**src/rtl/nibble_serial_adder_ctrl_if.sv**
```systemverilog
// nibble_serial_adder_ctrl_if: start/ready/done handshake and operand/result bus for the serial adder
interface nibble_serial_adder_ctrl_if #(parameter int WIDTH = 16);
    logic             start;
    logic             ready;
    logic [WIDTH-1:0] a;
    logic [WIDTH-1:0] b;
    logic             cin;
    logic             sub;
    logic             busy;
    logic             done;
    logic [WIDTH-1:0] sum;
    logic             cout;
    logic             overflow;
    logic             zero;
    modport master (output start, a, b, cin, sub, input ready, busy, done, sum, cout, overflow, zero);
    modport slave  (input start, a, b, cin, sub, output ready, busy, done, sum, cout, overflow, zero);
endinterface

```
**src/rtl/nibble_serial_adder_ctrl.sv**
```systemverilog
// nibble_serial_adder_ctrl: WIDTH-bit add/sub computed one nibble per clock on a shared 4-bit CLA
module carry_lookahead_adder_4bit (
    input  logic [3:0] a,
    input  logic [3:0] b,
    input  logic       cin,
    output logic [3:0] sum,
    output logic       cout,
    output logic       g,
    output logic       p
);
    logic [3:0] gi, pi, c;
    always_comb begin
        gi = a & b;
        pi = a ^ b;
        c[0] = cin;
        c[1] = gi[0] | (pi[0] & cin);
        c[2] = gi[1] | (pi[1] & gi[0]) | (pi[1] & pi[0] & cin);
        c[3] = gi[2] | (pi[2] & gi[1]) | (pi[2] & pi[1] & gi[0]) | ((&pi[2:0]) & cin);
        g = gi[3] | (pi[3] & gi[2]) | (pi[3] & pi[2] & gi[1]) | ((&pi[3:1]) & gi[0]);
        p = &pi;
        cout = g | (p & cin);
        sum = pi ^ c;
    end
endmodule

module nibble_serial_adder_ctrl #(parameter int WIDTH = 16) (
    input logic clk,
    input logic rst,
    nibble_serial_adder_ctrl_if.slave bus
);
    localparam int NIB = WIDTH / 4;
    localparam int IW = NIB > 1 ? $clog2(NIB) : 1;
    localparam logic [IW-1:0] LAST = IW'(NIB - 1);
    typedef enum logic [1:0] {IDLE, RUN, DONE} state_t;
    state_t state;
    logic [WIDTH-1:0] opa, opb, sum_r, fsum;
    logic [IW-1:0] idx;
    logic carry, ready_r, busy_r, done_r, cout_r, ovf_r, zero_r;
    logic [3:0] nsum;
    logic ncout, cla_g_unused, cla_p_unused;
    carry_lookahead_adder_4bit cla (
        .a(opa[4*idx +: 4]),
        .b(opb[4*idx +: 4]),
        .cin(carry),
        .sum(nsum),
        .cout(ncout),
        .g(cla_g_unused),
        .p(cla_p_unused)
    );
    // the full sum as it will stand after this edge, so zero/overflow see the last nibble
    always_comb begin
        fsum = sum_r;
        fsum[4*idx +: 4] = nsum;
    end
    always_ff @(posedge clk) begin
        if (rst) begin
            state <= IDLE;
            ready_r <= 1'b1;
            busy_r <= 1'b0;
            done_r <= 1'b0;
            sum_r <= '0;
            cout_r <= 1'b0;
            ovf_r <= 1'b0;
            zero_r <= 1'b0;
            idx <= '0;
            carry <= 1'b0;
            opa <= '0;
            opb <= '0;
        end else begin
            case (state)
                IDLE: if (bus.start) begin
                    opa <= bus.a;
                    opb <= bus.sub ? ~bus.b : bus.b;
                    carry <= bus.sub | bus.cin;
                    idx <= '0;
                    state <= RUN;
                    ready_r <= 1'b0;
                    busy_r <= 1'b1;
                end
                RUN: begin
                    sum_r <= fsum;
                    carry <= ncout;
                    idx <= idx + 1'b1;
                    if (idx == LAST) begin
                        cout_r <= ncout;
                        ovf_r <= (opa[WIDTH-1] == opb[WIDTH-1]) && (fsum[WIDTH-1] != opa[WIDTH-1]);
                        zero_r <= fsum == '0;
                        done_r <= 1'b1;
                        state <= DONE;
                    end
                end
                DONE: begin
                    done_r <= 1'b0;
                    busy_r <= 1'b0;
                    ready_r <= 1'b1;
                    state <= IDLE;
                end
                default: begin
                    done_r <= 1'b0;
                    busy_r <= 1'b0;
                    ready_r <= 1'b1;
                    state <= IDLE;
                end
            endcase
        end
    end
    assign bus.ready = ready_r;
    assign bus.busy = busy_r;
    assign bus.done = done_r;
    assign bus.sum = sum_r;
    assign bus.cout = cout_r;
    assign bus.overflow = ovf_r;
    assign bus.zero = zero_r;
endmodule

```
**src/flat_wrapper.sv**
```systemverilog
// flat-port wrapper written by rule: the top's interface ports become plain ports
module nibble_serial_adder_ctrl_flat 
#(parameter int WIDTH = 16)
  (clk, rst, bus_start, bus_a, bus_b, bus_cin, bus_sub, bus_ready, bus_busy, bus_done, bus_sum, bus_cout, bus_overflow, bus_zero);
  nibble_serial_adder_ctrl_if #(.WIDTH(WIDTH)) bus_i ();
  input logic clk;
  input logic rst;
  input wire logic [$bits(bus_i.start)-1:0] bus_start;
  input wire logic [$bits(bus_i.a)-1:0] bus_a;
  input wire logic [$bits(bus_i.b)-1:0] bus_b;
  input wire logic [$bits(bus_i.cin)-1:0] bus_cin;
  input wire logic [$bits(bus_i.sub)-1:0] bus_sub;
  output wire logic [$bits(bus_i.ready)-1:0] bus_ready;
  output wire logic [$bits(bus_i.busy)-1:0] bus_busy;
  output wire logic [$bits(bus_i.done)-1:0] bus_done;
  output wire logic [$bits(bus_i.sum)-1:0] bus_sum;
  output wire logic [$bits(bus_i.cout)-1:0] bus_cout;
  output wire logic [$bits(bus_i.overflow)-1:0] bus_overflow;
  output wire logic [$bits(bus_i.zero)-1:0] bus_zero;
  assign bus_i.start = bus_start;
  assign bus_i.a = bus_a;
  assign bus_i.b = bus_b;
  assign bus_i.cin = bus_cin;
  assign bus_i.sub = bus_sub;
  assign bus_ready = bus_i.ready;
  assign bus_busy = bus_i.busy;
  assign bus_done = bus_i.done;
  assign bus_sum = bus_i.sum;
  assign bus_cout = bus_i.cout;
  assign bus_overflow = bus_i.overflow;
  assign bus_zero = bus_i.zero;
  nibble_serial_adder_ctrl #(.WIDTH(WIDTH)) u_core (.clk(clk), .rst(rst), .bus(bus_i));
endmodule
```
**config.mk**
```make
export PLATFORM = sky130hd
export DESIGN_NAME = nibble_serial_adder_ctrl_flat
export DESIGN_NICKNAME = d
export VERILOG_FILES = /design/src/rtl/nibble_serial_adder_ctrl_if.sv /design/src/rtl/nibble_serial_adder_ctrl.sv /design/src/flat_wrapper.sv
export SDC_FILE = /design/constraint.sdc
export NUM_CORES = 1
export LEC_CHECK = 0
export ABC_CLOCK_PERIOD_IN_PS = 8200
export CAP_MARGIN = 20
export CORE_MARGIN = 2
export CORE_UTILIZATION = 35
export CTS_BUF_LIST = sky130_fd_sc_hd__clkbuf_8 sky130_fd_sc_hd__clkbuf_16
export CTS_CLUSTER_DIAMETER = 50
export DETAILED_ROUTE_END_ITERATION = 7
export PLACE_DENSITY = 0.6
export SLEW_MARGIN = 0
export SYNTH_ARGS = -nofsm -noshare
export SYNTH_HDL_FRONTEND = slang
export SYNTH_HIERARCHICAL = 1
export SYNTH_SLANG_ARGS = --single-unit
```
**constraint.sdc**
```tcl
create_clock -name clk -period 8.2 [get_ports clk]
set_input_delay 1.64 -clock clk [delete_from_list [all_inputs] [get_ports clk]]
set_output_delay 1.64 -clock clk [all_outputs]
set_load 0.02 [all_outputs]
```
==> results of run 1 <==
==> worst min-delay path by stage <==
stage	from	to	depth (start not counted)
floorplan	u_core/opa[10]$_SDFFE_PP0P_	u_core/opa[10]$_SDFFE_PP0P_	2
global placement	u_core/opa[13]$_SDFFE_PP0P_	u_core/opa[13]$_SDFFE_PP0P_	2
detailed placement	u_core/opa[12]$_SDFFE_PP0P_	u_core/opa[12]$_SDFFE_PP0P_	2
CTS	u_core/opa[12]$_SDFFE_PP0P_	u_core/opa[12]$_SDFFE_PP0P_	2
global route	u_core/opa[3]$_SDFFE_PP0P_	u_core/opa[3]$_SDFFE_PP0P_	2
finish	u_core/opa[13]$_SDFFE_PP0P_	u_core/opa[13]$_SDFFE_PP0P_	2
==> state kept, by name, indices dropped and copies added, names as in the netlist <==
signal               cells
u_core/bus.sum          16
u_core/opa              16
u_core/opb              16
u_core/idx               2
u_core/state             2
u_core/bus.busy          1
u_core/bus.cout          1
u_core/bus.done          1
u_core/bus.overflow      1
u_core/bus.ready         1
u_core/bus.zero          1
u_core/carry             1
==> layout make-up <==
type,instances,share of cell area [%]
well taps,105,3.45
clock buffers,9,3.25
flip-flops and latches,59,31.0
multi-input cells,238,42.4
clock inverters,7,2.60
repair buffers,62,16.4
inverters,8,0.789
==> worst max-delay path: stages, from the launching register on <==
cell and delay (ns):
dfxtp_1 0.66, mux4_2 0.60, ha_1 0.34, a21o_1 0.16, a21oi_1 0.19, xnor2_1 0.25
or4_1 0.58, a32oi_1 0.16, o2111ai_1 0.14, o31ai_2 0.20
==> layout by cell type, fill, tap and decap left out, types with 2 or more instances in the layout <==
master / n
xnor2_1: 18
a21oi_1: 30
inv_1: 8
dfxtp_1: 59
buf_4: 3
clkbuf_8: 9
a211oi_1: 18
nand3_1: 6
nand2_1: 48
bufinv_16: 2
nor4_1: 2
nand2b_1: 3
a31oi_1: 3
a21o_1: 2
nor2_1: 32
nand3b_1: 4
ha_1: 10
and3_1: 2
a22oi_1: 8
inv_6: 3
nor2b_1: 8
clkdlybuf4s50_1: 57
or3_1: 3
nand4_1: 5
mux4_2: 8
or2_2: 2
nor3_1: 4
==> metrics by stage <==
step / total power [mW] / util (%) / hold slack [ns] / worst slack, ns
global route: 0.780 / 46.6 / 0.469 / 4.54
finish: 0.742 / 46.6 / 0.457 / 4.82
detailed placement: 0.450 / 43.5 / 0.448 / 4.83
global placement: 0.449 / 43.5 / 0.447 / 4.90
floorplan: 0.404 / - / 0.433 / 5.04
CTS: 0.749 / 46.2 / 0.458 / 4.81
==> report_power, final <==
part	internal, mW	total, mW	switching, mW
Sequential	0.302	0.314	0.0119
Combinational	0.0600	0.130	0.0704
Clock	0.174	0.298	0.124
Total	0.536	0.742	0.206
==> routing by layer <==
metal  wire length (um)  part of all wire, %  global-route usage, %  vias to the layer above
met5                  0                    0                      0                        -
met4                123                  1.8                   6.43                        0
met3                336                  4.9                   4.27                       13
met2               3200                   47                   26.3                       69
met1               3150                   46                   20.1                     1149
li1                   -                    -                      -                     1264
==> results_dict.tcl, run 1 <==
set metrics [dict create \
    clock_latency_ns 0.34 \
    leakagePower_nw 1.35 \
    avgRoutedWirePerCell_um 14.0 \
    r2r_slack_ns 4.82 \
    clockBufferDepth 2 \
    grt_overflow 0 \
    chipWidth_um 95.5 \
    dp_cells 471 \
    row_count 33 \
    timing.final.hold_violations 0 \
    clkSlewWorstSetupHoldPaths_ns 0.08 \
    numPortBuffers 58 \
    regArea_um2 1180 \
    die-height_um 95.5 \
    syn_area_per_cell_um2 8.90 \
    cts_tree "yes" \
    grt_pass1_vias 2407 \
    design_area_um2 3810 \
    drive_gt1_share_pct 10.4 \
    postPlaceCellArea_um2 3560 \
    peakVddDrop_v 0.0000822 \
    drv_slew 0 \
    initial_core_util_pct 35.8 \
    relSlewSlack_pct 42.4 \
    fin_tns_setup_ns 0 \
    fin_skew_ns 0.0101 \
    max_freq_ghz 0.296 \
    ant_nets 0 \
    firstDrtPassIters 4 \
    dieArea_um2 9110 \
    grt_util_all_layers_pct 16.0 \
    cts_sinks 59 \
    grt_max_degree 61 \
    cp-start-kind "flop" \
    root_buffer "clkbuf_8" \
    cts_hold_repair.buffers 0 \
    antennaDiodeCount 0 \
    timing.rr.start "u_core/idx[0]$_SDFFE_PP0P_" \
    reg2regPathDepth 9 \
    postCtsResizedCells 0 \
    antenna_found_initial 0 \
    syn2layout_area_growth_pct 30.0 \
    cp-startpoint "u_core/idx[0]$_SDFFE_PP0P_" \
    post_cts_buffers 0 \
    ios 59 \
    wl_um 6820 \
    synth_area_um2 2930 \
    drt_iter0_markers 113 \
    synthCells 329 \
    worst_setup_path_end_kind "flop" \
    multi_input_area_um2 1620 \
    pwr_density_cell_nw_per_um2 195 \
    stdcell_count 488 \
    fill_cells 806 \
    arrival_ns 3.63 \
    crit_required_ns 8.45 \
    drt-vias-per-instance 5.11 \
    grt_pass1_wl_um 11200 \
    synthesis.nets 377 \
    crit_path_max_fanout 9 \
    nets 426 \
    setup_viol 0 \
    status "finished clean" \
    min_path_type "reg2reg" \
    core_area_um2 8180 \
    yosys_warnings 6 \
    period_needed_ns 3.38 \
    drc 0 \
    worst_pin_slew_ns 0.862 \
    timing.rr.end "u_core/bus.zero$_SDFFE_PP0P_" \
    criticalPathCategory "reg2reg" \
    vias 2495 \
    numCtsBuffers 9 \
    grt_setup_unrepaired "no" \
    gp_congestion 0.863 \
    max_cap_viol_count 0 \
    critPathCapture "u_core/bus.zero$_SDFFE_PP0P_" \
    period_share_pct 41.2 \
    h-tree-depth 3 \
    dp_hpwl_um 4820 \
]
Note: power is estimated with default switching activity, not from simulation.
==> run 2: changes to the inputs <==
Settings changed: ABC_CLOCK_PERIOD_IN_PS 8200 to 3410.
Clock period 8.2 ns to 3.41 ns, I/O delays scaled along.
==> results_dict.tcl, run 2 (synthesized netlist as in run 1, its figures left out) <==
set metrics [dict create \
    wl_um 6670 \
    timing.final.hold_violations 0 \
    utilization_pct 47.6 \
    final_cell_mix "dfxtp_1 (59), clkdlybuf4s50_1 (57), nand2_1 (48)" \
    drt_iter0_markers 82 \
    fill_cells 811 \
    arrival_ns 3.44 \
    grt_pass1_wl_um 11000 \
    h-tree-depth 3 \
    die-height_um 95.5 \
    min_from "u_core/opa[13]$_SDFFE_PP0P_" \
    dp_hpwl_um 4930 \
    grt_max_degree 37 \
    gp_congestion 0.895 \
    setup_viol 0 \
    cts_hold_repair.buffers 0 \
    post_cts_buffers 0 \
    dp_cells 477 \
    gr-usage-met3_pct 4.74 \
    ios 59 \
    timing.rr.start "u_core/idx[0]$_SDFFE_PP0P_" \
    antennaDiodeCount 0 \
    criticalPathCategory "reg2reg" \
    peakVddDrop_v 0.000156 \
    final_common_cell "dfxtp_1" \
    leakagePower_nw 1.40 \
    drv_slew 0 \
    drive_gt1_share_pct 11.6 \
    max_freq_ghz 0.314 \
    cts_tree "yes" \
    chipWidth_um 95.5 \
    crit_path_max_fanout 9 \
    firstDrtPassIters 4 \
    status "finished clean" \
    worst_setup_path_end_kind "flop" \
    numPortBuffers 58 \
    fin_skew_ns 0.00854 \
    min_path_type "reg2reg" \
    avgRoutedWirePerCell_um 13.5 \
    grt_use_met1_pct 19.8 \
    vias 2474 \
    ant_nets 0 \
    clkSlewWorstSetupHoldPaths_ns 0.07 \
    syn2layout_area_growth_pct 32.8 \
    clock_latency_ns 0.34 \
    postCtsResizedCells 0 \
    nets 431 \
    clockBufferDepth 2 \
    initial_core_util_pct 35.8 \
    crit_required_ns 3.66 \
    fin_tns_setup_ns 0 \
    pwr_density_cell_nw_per_um2 513 \
    antenna_found_initial 0 \
    period_share_pct 93.3 \
    grt_util_all_layers_pct 15.7 \
    grt-busiest-layer "met2" \
    cts_sinks 59 \
    drc 0 \
    numCtsBuffers 9 \
    cp-start-kind "flop" \
    root_buffer "clkbuf_8" \
    grt_use_met2_pct 25.8 \
    dieArea_um2 9110 \
    grt_setup_unrepaired "no" \
    drt-vias-per-instance 5.02 \
    cp-startpoint "u_core/idx[0]$_SDFFE_PP0P_" \
    reg2regPathDepth 9 \
    worst_pin_slew_ns 0.603 \
    grt_overflow 0 \
    stdcell_count 493 \
    row_count 33 \
    relSlewSlack_pct 59.5 \
    max_cap_viol_count 0 \
    grt_pass1_vias 2362 \
    period_needed_ns 3.18 \
    whs_path_depth 2 \
    core_area_um2 8180 \
]
run 2: layer usage:
layer  vias to the layer above  wire length [um]
met1                      1118              3150
met4                         0                97
met3                        14               367
li1                       1271                 -
met2                        71              3050
met5                         -                 0
run 2: through the flow:
stage	worst slack [ns]	hold WS (ns)	power [mW]	area, um2
after global routing	0.00904	0.481	2.08	3890
after CTS	0.218	0.462	2.01	3890
after floorplan	0.251	0.433	0.973	2930
after global placement	0.314	0.447	1.09	3600
final	0.228	0.459	1.99	3890
after detailed placement	0.234	0.452	1.09	3600
run 2: worst max-delay path: stages (launching register included):
cell and delay (ns):
dfxtp_1 0.64, mux4_2 0.57, ha_1 0.38, a21oi_2 0.17, nand3_2 0.10, xor2_1 0.20, or4_1 0.51, a32oi_1 0.17
o2111ai_1 0.16, o31ai_2 0.20
run 2: final cells by class:
class	count	area [um2]	area share (%)
Tap cell	105	131	3.38
Inverter	8	30.0	0.772
Sequential cell	59	1180	30.4
Multi-Input combinational cell	238	1620	41.5
Clock inverter	7	164	4.21
Timing Repair Buffer	67	643	16.5
Clock buffer	9	124	3.19
run 2: worst paths after layout:
check | end | slack (ns)
hold / removal | u_core/opa[13]$_SDFFE_PP0P_ | 0.46
hold reg to reg | u_core/opa[13]$_SDFFE_PP0P_ | 0.46
setup / recovery | u_core/bus.zero$_SDFFE_PP0P_ | 0.23
setup reg to reg | u_core/bus.zero$_SDFFE_PP0P_ | 0.23
run 2: report_power, final:
part | leakage [nW] | internal, mW | total, mW | switching (mW)
Combinational | 0.778 | 0.152 | 0.320 | 0.169
Sequential | 0.483 | 0.727 | 0.756 | 0.0292
Clock | 0.143 | 0.633 | 0.917 | 0.284
Total | 1.40 | 1.51 | 1.99 | 0.482
==> run 3: changes to the inputs <==
Settings changed: TNS_END_PERCENT set to 5.
==> results of run 3 <==
The final DEF is identical to that of run 2; final timing and power are the same.
